$ cat src/rtl/regfile_pkg.sv
`default_nettype none
// +-----------------------------------------------------------------------+
// | regfile_pkg: shared widths, XZR default and arbitration pointer type  |
// | Rev 1.0                                                               |
// +-----------------------------------------------------------------------+
package regfile_pkg;

  localparam int REG_W       = 5;
  localparam int DATA_W      = 64;
  localparam int XZR_DEFAULT = 31;

  // Pointer records the requester granted most recently.
  typedef enum logic {
    PTR_R0 = 1'b0,
    PTR_R1 = 1'b1
  } ptr_e;

  function automatic logic is_commit(input logic [REG_W-1:0] dst,
                                     input logic [REG_W-1:0] xzr);
    return dst != xzr;
  endfunction

endpackage
`default_nettype wire

$ cat src/rtl/regfile_wr_arbiter_if.sv
`default_nettype none
// +-----------------------------------------------------------------------+
// | regfile_wr_arbiter_if: two writeback requesters plus regfile port     |
// | Rev 1.0                                                               |
// +-----------------------------------------------------------------------+
interface regfile_wr_arbiter_if #(
  parameter int CNT_W = 16
);
  import regfile_pkg::*;

  logic                req0_valid;
  logic [REG_W-1:0]    req0_reg;
  logic [DATA_W-1:0]   req0_data;
  logic                req0_ready;

  logic                req1_valid;
  logic [REG_W-1:0]    req1_reg;
  logic [DATA_W-1:0]   req1_data;
  logic                req1_ready;

  logic                RegWrite;
  logic [REG_W-1:0]    WriteRegister;
  logic [DATA_W-1:0]   WriteData;
  logic [CNT_W-1:0]    wr_count;

  modport master (
    output req0_valid, req0_reg, req0_data,
    input  req0_ready,
    output req1_valid, req1_reg, req1_data,
    input  req1_ready,
    input  RegWrite, WriteRegister, WriteData, wr_count
  );

  modport slave (
    input  req0_valid, req0_reg, req0_data,
    output req0_ready,
    input  req1_valid, req1_reg, req1_data,
    output req1_ready,
    output RegWrite, WriteRegister, WriteData, wr_count
  );

endinterface
`default_nettype wire

$ cat src/rtl/rr_arb2.sv
`default_nettype none
// +-----------------------------------------------------------------------+
// | rr_arb2: two-input round-robin grant, favouring the non-last winner   |
// | Rev 1.0                                                               |
// +-----------------------------------------------------------------------+
module rr_arb2
  import regfile_pkg::*;
(
  input  logic [1:0] req,
  input  ptr_e       ptr,
  output logic [1:0] gnt
);

  always_comb begin
    gnt = 2'b00;
    case (req)
      2'b01:   gnt = 2'b01;
      2'b10:   gnt = 2'b10;
      2'b11:   gnt = (ptr == PTR_R0) ? 2'b10 : 2'b01;
      default: gnt = 2'b00;
    endcase
  end

endmodule
`default_nettype wire

$ cat src/rtl/regfile_wr_arbiter.sv
`default_nettype none
// +-----------------------------------------------------------------------+
// | regfile_wr_arbiter: round-robin merge of two writeback streams onto   |
// | the single regfile write port, one-cycle registered. Rev 1.0          |
// +-----------------------------------------------------------------------+
module regfile_wr_arbiter
  import regfile_pkg::*;
#(
  parameter int XZR_INDEX = XZR_DEFAULT,
  parameter int CNT_W     = 16
) (
  input  logic                 clk,
  input  logic                 reset,
  regfile_wr_arbiter_if.slave  bus
);

  localparam logic [REG_W-1:0] c_xzr_reg = REG_W'(XZR_INDEX);

  ptr_e               r_ptr;
  ptr_e               w_ptr_next;
  logic [1:0]         w_req;
  logic [1:0]         w_gnt;
  logic               w_xfer;
  logic               w_commit;
  logic [REG_W-1:0]   w_sel_reg;
  logic [DATA_W-1:0]  w_sel_data;

  logic               r_wr_en;
  logic [REG_W-1:0]   r_wr_reg;
  logic [DATA_W-1:0]  r_wr_data;
  logic [CNT_W-1:0]   r_count;

  // Reset masks requests so no handshake can complete while it is held.
  assign w_req = {bus.req1_valid, bus.req0_valid} & {2{~reset}};

  rr_arb2 u_arb (
    .req (w_req),
    .ptr (r_ptr),
    .gnt (w_gnt)
  );

  always_comb begin
    w_ptr_next = r_ptr;
    w_xfer     = |w_gnt;
    w_sel_reg  = bus.req0_reg;
    w_sel_data = bus.req0_data;
    if (w_gnt[1]) begin
      w_sel_reg  = bus.req1_reg;
      w_sel_data = bus.req1_data;
    end
    w_commit = w_xfer && is_commit(w_sel_reg, c_xzr_reg);
    if (w_gnt[0]) begin
      w_ptr_next = PTR_R0;
    end else if (w_gnt[1]) begin
      w_ptr_next = PTR_R1;
    end
  end

  // Pointer starts at R1 so requester 0 wins the first contested grant.
  always_ff @(posedge clk) begin
    if (reset) begin
      r_ptr <= PTR_R1;
    end else begin
      r_ptr <= w_ptr_next;
    end
  end

  always_ff @(posedge clk) begin
    if (reset) begin
      r_wr_en   <= 1'b0;
      r_wr_reg  <= '0;
      r_wr_data <= '0;
      r_count   <= '0;
    end else begin
      r_wr_en <= w_commit;
      if (w_xfer) begin
        r_wr_reg  <= w_sel_reg;
        r_wr_data <= w_sel_data;
      end
      if (w_commit) begin
        r_count <= r_count + CNT_W'(1);
      end
    end
  end

  assign bus.req0_ready = w_gnt[0];
  assign bus.req1_ready = w_gnt[1];

  // Gating by reset squashes a write captured just before reset asserted.
  assign bus.RegWrite      = r_wr_en & ~reset;
  assign bus.WriteRegister = r_wr_reg;
  assign bus.WriteData     = r_wr_data;
  assign bus.wr_count      = r_count;

endmodule
`default_nettype wire

$ cat src/flat_wrapper.sv
// flat-port wrapper written by rule: the top's interface ports become plain ports
module regfile_wr_arbiter_flat import regfile_pkg::*;
#(
  parameter int XZR_INDEX = XZR_DEFAULT,
  parameter int CNT_W     = 16
)
  (clk, reset, bus_req0_valid, bus_req0_reg, bus_req0_data, bus_req0_ready, bus_req1_valid, bus_req1_reg, bus_req1_data, bus_req1_ready, bus_RegWrite, bus_WriteRegister, bus_WriteData, bus_wr_count);
  regfile_wr_arbiter_if #(.CNT_W(CNT_W)) bus_i ();
  input  logic clk;
  input  logic reset;
  input wire logic [$bits(bus_i.req0_valid)-1:0] bus_req0_valid;
  input wire logic [$bits(bus_i.req0_reg)-1:0] bus_req0_reg;
  input wire logic [$bits(bus_i.req0_data)-1:0] bus_req0_data;
  output wire logic [$bits(bus_i.req0_ready)-1:0] bus_req0_ready;
  input wire logic [$bits(bus_i.req1_valid)-1:0] bus_req1_valid;
  input wire logic [$bits(bus_i.req1_reg)-1:0] bus_req1_reg;
  input wire logic [$bits(bus_i.req1_data)-1:0] bus_req1_data;
  output wire logic [$bits(bus_i.req1_ready)-1:0] bus_req1_ready;
  output wire logic [$bits(bus_i.RegWrite)-1:0] bus_RegWrite;
  output wire logic [$bits(bus_i.WriteRegister)-1:0] bus_WriteRegister;
  output wire logic [$bits(bus_i.WriteData)-1:0] bus_WriteData;
  output wire logic [$bits(bus_i.wr_count)-1:0] bus_wr_count;
  assign bus_i.req0_valid = bus_req0_valid;
  assign bus_i.req0_reg = bus_req0_reg;
  assign bus_i.req0_data = bus_req0_data;
  assign bus_req0_ready = bus_i.req0_ready;
  assign bus_i.req1_valid = bus_req1_valid;
  assign bus_i.req1_reg = bus_req1_reg;
  assign bus_i.req1_data = bus_req1_data;
  assign bus_req1_ready = bus_i.req1_ready;
  assign bus_RegWrite = bus_i.RegWrite;
  assign bus_WriteRegister = bus_i.WriteRegister;
  assign bus_WriteData = bus_i.WriteData;
  assign bus_wr_count = bus_i.wr_count;
  regfile_wr_arbiter #(.XZR_INDEX(XZR_INDEX), .CNT_W(CNT_W)) u_core (.clk(clk), .reset(reset), .bus(bus_i));
endmodule
$ cat config.mk
export PLATFORM = sky130hd
export DESIGN_NAME = regfile_wr_arbiter_flat
export DESIGN_NICKNAME = d
export VERILOG_FILES = /design/src/rtl/regfile_pkg.sv /design/src/rtl/regfile_wr_arbiter_if.sv /design/src/rtl/rr_arb2.sv /design/src/rtl/regfile_wr_arbiter.sv /design/src/flat_wrapper.sv
export SDC_FILE = /design/constraint.sdc
export NUM_CORES = 1
export LEC_CHECK = 0
export ABC_AREA = 1
export ABC_CLOCK_PERIOD_IN_PS = 3200
export CORE_ASPECT_RATIO = 1.75
export CORE_UTILIZATION = 51
export CTS_CLUSTER_DIAMETER = 100
export DETAILED_ROUTE_END_ITERATION = 10
export DONT_BUFFER_PORTS = 1
export GPL_TIMING_DRIVEN = 0
export PLACE_DENSITY_LB_ADDON = 0.05
export SYNTH_ARGS = -nofsm -noshare
export SYNTH_HDL_FRONTEND = slang
export SYNTH_SLANG_ARGS = --single-unit
$ cat constraint.sdc
create_clock -name clk -period 3.2 [get_ports clk]
set_input_delay 0.48 -clock clk [delete_from_list [all_inputs] [get_ports clk]]
set_output_delay 0.48 -clock clk [all_outputs]
set_load 0.05 [all_outputs]
==> impl_metrics.py, run 1 <==
metrics = {
    "run_status": {
        "status": "finished, final reports clean",
    },
    "final_layout": {
        "fin_cells": 740,
        "mostFrequentLayoutCells": "nand2_1, inv_1, nand3_1, dfxtp_1, o211ai_1",
        "multiInputGateArea_sq_um": 2060,
        "seq_area_sq_um": 1740,
        "layout_commonest_cell": "nand2_1",
        "antenna_cells": 0,
        "fin_util": 0.577,
        "drive_above_1_share": 0.0694,
        "design_area_sq_um": 4760,
        "fillers": 798,
        "nets": 786,
        "synthToLayoutAreaGrowth_pct": 9.93,
    },
    "synthesis": {
        "yosys.area_share.simple": 0.308,
        "synth.avg_cell_area_sq_um": 6.86,
        "synthFlopType": "dfxtp_1",
        "netlist_instances": 632,
        "synthAdderAreaFrac": 0.00289,
        "synth_seq_cells": 87,
        "ys_types": 26,
        "synth_fp_nets": 775,
        "synth-xor-area-share": 0.0182,
        "synth_top_family_by_area": "simple AND/OR/NAND/NOR gates",
        "seq_area_frac_synth": 0.402,
        "synthMuxAreaShare": 0,
        "synth_warnings": 0,
        "async_reset_ff_frac": 0,
        "synth_edf_count": 0,
        "syn_area_sq_um": 4330,
        "synth_compound_area_frac": 0.145,
    },
    "power": {
        "total_power_mw": 2.91,
        "powerDensity_nw_per_um2": 611,
        "ir_drop_v": 0.000393,
        "cellLeakagePower_nw": 2.35,
    },
    "floorplan": {
        "dieHeight_microns": 124,
        "die_x_microns": 71.7,
        "ios": 230,
        "coreArea_sq_um": 8260,
        "die_area_sq_um": 8890,
        "num_rows": 44,
        "initial_core_util": 0.525,
    },
    "grt": {
        "grt_pass1_vias": 3837,
        "antenna_found_initial": 0,
        "grt_overflow_total": 0,
        "grt_util_all_layers": 0.269,
        "grt_start_max_net_pins": 15,
        "grt_pass1_wl_microns": 18300,
    },
    "routing": {
        "viasPerCell": 5.55,
        "vias": 4109,
        "ant_nets": 0,
        "wire_per_inst_microns": 16.2,
        "wirelength_microns": 12000,
        "drtPass1Iterations": 5,
        "drtIter0Drc": 186,
        "drc": 0,
    },
    "worst_setup_path": {
        "worstPathMaxFanout": 10,
        "crit_arrival_ps": 1790,
        "crit_type": "flop to output port",
        "cpMaxStageDelayCell": "clkbuf_1",
        "endpoint_kind": "output port",
        "path_cells": "nand2_1, inv_1, nor2_2, clkbuf_1",
        "rr_worst_depth": 8,
        "critPathRequiredTime_ps": 2720,
        "critical_path.max_stage_delay_ps": 750,
        "critical_path.top_delay_family": "buffers and inverters",
        "reg2reg_to": "u_core.bus.wr_count[14]",
        "critPathLaunchType": "flop",
        "rr_startpoint": "u_core.bus.wr_count[0]",
        "path_buf_inv": 2,
        "r2r_setup_slack_ps": 1000,
    },
    "clock_network": {
        "ctsResizeCount": 0,
        "numCtsBuffers": 9,
        "hold_buffers": 0,
        "cts_setup_buffers": 0,
        "clockBufferDepth": 2,
        "cts_tree": "yes",
        "cts.sinks": 87,
        "cts.reportedPaths.clkPinSlew_ps": 60,
        "clk_latency_ps": 340,
        "cts_max_level": 3,
        "cts_root_buf": "clkbuf_16",
    },
    "sta": {
        "finClkSkew_ps": 5.91,
        "finalCriticalPeriod_ps": 2270,
        "worst_slack_ps": 931,
        "slew_headroom": 0.359,
        "fmax_mhz": 441,
        "hold_viol_final": 0,
        "whs_ps": 382,
        "rsz0062_at_grt": "no",
        "slew_violations": 0,
        "worst_pin_slew_ps": 961,
        "finalSetupViolations": 0,
        "fin_tns_setup_ps": 0,
        "period_share": 0.709,
    },
    "placement": {
        "dp_hpwl_microns": 9280,
        "dp_slack_ps": 970,
        "placed_cell_area_sq_um": 4450,
        "io_buffers": 0,
        "place_inst": 724,
        "gp_congestion": 0.828,
    },
    "worst_hold_path": {
        "min_to": "u_core.bus.WriteData[28]",
        "hp-class": "input port to flop",
        "min_path_cells": 4,
        "hold_start": "bus_req1_data[28]",
    },
    "flow_run": {
        "drv_cap": 0,
    },
}
synth_stat cells (2+ instances only):
| cell type | count | area, sq um |
|---|---|---|
| inv_2 | 2 | 7.51 |
| nand3b_1 | 2 | 15.0 |
| o211ai_1 | 68 | 510 |
| a21oi_1 | 12 | 60.1 |
| xor2_1 | 7 | 61.3 |
| nand4_1 | 6 | 37.5 |
| buf_2 | 18 | 90.1 |
| buf_1 | 3 | 11.3 |
| nand3_1 | 89 | 445 |
| nand2_2 | 3 | 18.8 |
| o21ai_0 | 3 | 15.0 |
| inv_1 | 92 | 345 |
| buf_4 | 2 | 15.0 |
| nand2_1 | 185 | 694 |
| clkbuf_1 | 18 | 67.6 |
| xnor2_1 | 2 | 17.5 |
| dfxtp_1 | 87 | 1740 |
| nor3_1 | 3 | 15.0 |
| nor2_1 | 23 | 86.3 |
tightest hold or removal path: cells and delay by family:
kind / cells / cell delay, ps
buf+inv: 1 / 50
simple gates: 2 / 90
compound gates: 1 / 70
worst max path at each step:
| stage | from | end | slack, ps | cells past startpoint |
|---|---|---|---|---|
| 3_3_place_gp | reset | bus_req0_ready | 790 | 2 |
| 5_1_grt | u_core.r_ptr | bus_req1_ready | 780 | 4 |
| 4_1_cts | u_core.r_ptr | bus_req1_ready | 880 | 4 |
| 2_1_floorplan | reset | bus_req0_ready | 870 | 2 |
| 6_report | u_core.r_ptr | bus_req1_ready | 930 | 4 |
| 3_5_place_dp | reset | bus_req1_ready | 970 | 4 |
registers in the layout, indices dropped and copies added, names as in the netlist:
signal / flops
u_core.bus.wr_count: 16
u_core.bus.WriteRegister: 5
u_core.bus.WriteData: 64
u_core.r_wr_en: 1
u_core.r_ptr: 1
logic make-up after synthesis:
| group | count (synthesis) |
|---|---|
| compound gates | 86 |
| xor+xnor | 9 |
| fa+ha+maj | 1 |
| buf+inv | 135 |
| flops | 87 |
| simple gates | 314 |
per-layer routing:
metal | up-vias | global-route usage | routed length, microns
met1 | 1838 | 0.278 | 4560
met3 | 25 | 0.0866 | 874
met4 | 0 | 0.110 | 302
met5 | - | 0 | 0
met2 | 173 | 0.493 | 6270
li1 | 2073 | - | -
cell type report:
class,instances,share of cell area
Clock buffer,12,0.0538
Multi-Input combinational cell,410,0.433
Tap cell,92,0.0242
Inverter,94,0.0741
Buffer,41,0.0386
Clock inverter,4,0.0113
Sequential cell,87,0.366
where the power goes:
group | total (mW) | internal (mW) | leakage [nW] | switching (mW)
sequential | 1.51 | 1.17 | 0.719 | 0.345
clock | 1.08 | 0.649 | 0.145 | 0.430
combinational | 0.320 | 0.113 | 1.48 | 0.206
total | 2.91 | 1.93 | 2.35 | 0.981
Power figures use the tool's default switching activity.
==> run 2, diff against run 1 <==
--- a/config.mk
+++ b/config.mk
@@ -6,7 +6,7 @@
 export NUM_CORES = 1
 export LEC_CHECK = 0
 export ABC_AREA = 1
-export ABC_CLOCK_PERIOD_IN_PS = 3200
+export ABC_CLOCK_PERIOD_IN_PS = 2400
 export CORE_ASPECT_RATIO = 1.75
 export CORE_UTILIZATION = 51
 export CTS_CLUSTER_DIAMETER = 100
==> constraint.sdc (replaced) <==
create_clock -name clk -period 2.4 [get_ports clk]
set_input_delay 0.36 -clock clk [delete_from_list [all_inputs] [get_ports clk]]
set_output_delay 0.36 -clock clk [all_outputs]
set_load 0.05 [all_outputs]
==> results of run 2 <==
Same layout as run 1 (identical final DEF). Status: finished, final reports clean.
Among the figures that moved: setup slack after placement 970 ps -> 210 ps; setup slack after layout 931 ps -> 195 ps; hold slack 382 ps -> 262 ps; start point of the critical path u_core.r_ptr -> u_core.bus.wr_count[0]; end point of the critical path bus_req1_ready -> u_core.bus.wr_count[14]; register-to-register setup slack 1000 ps -> 200 ps; total power 2.91 mW -> 3.88 mW; worst IR drop on VDD 0.000393 V -> 0.000524 V
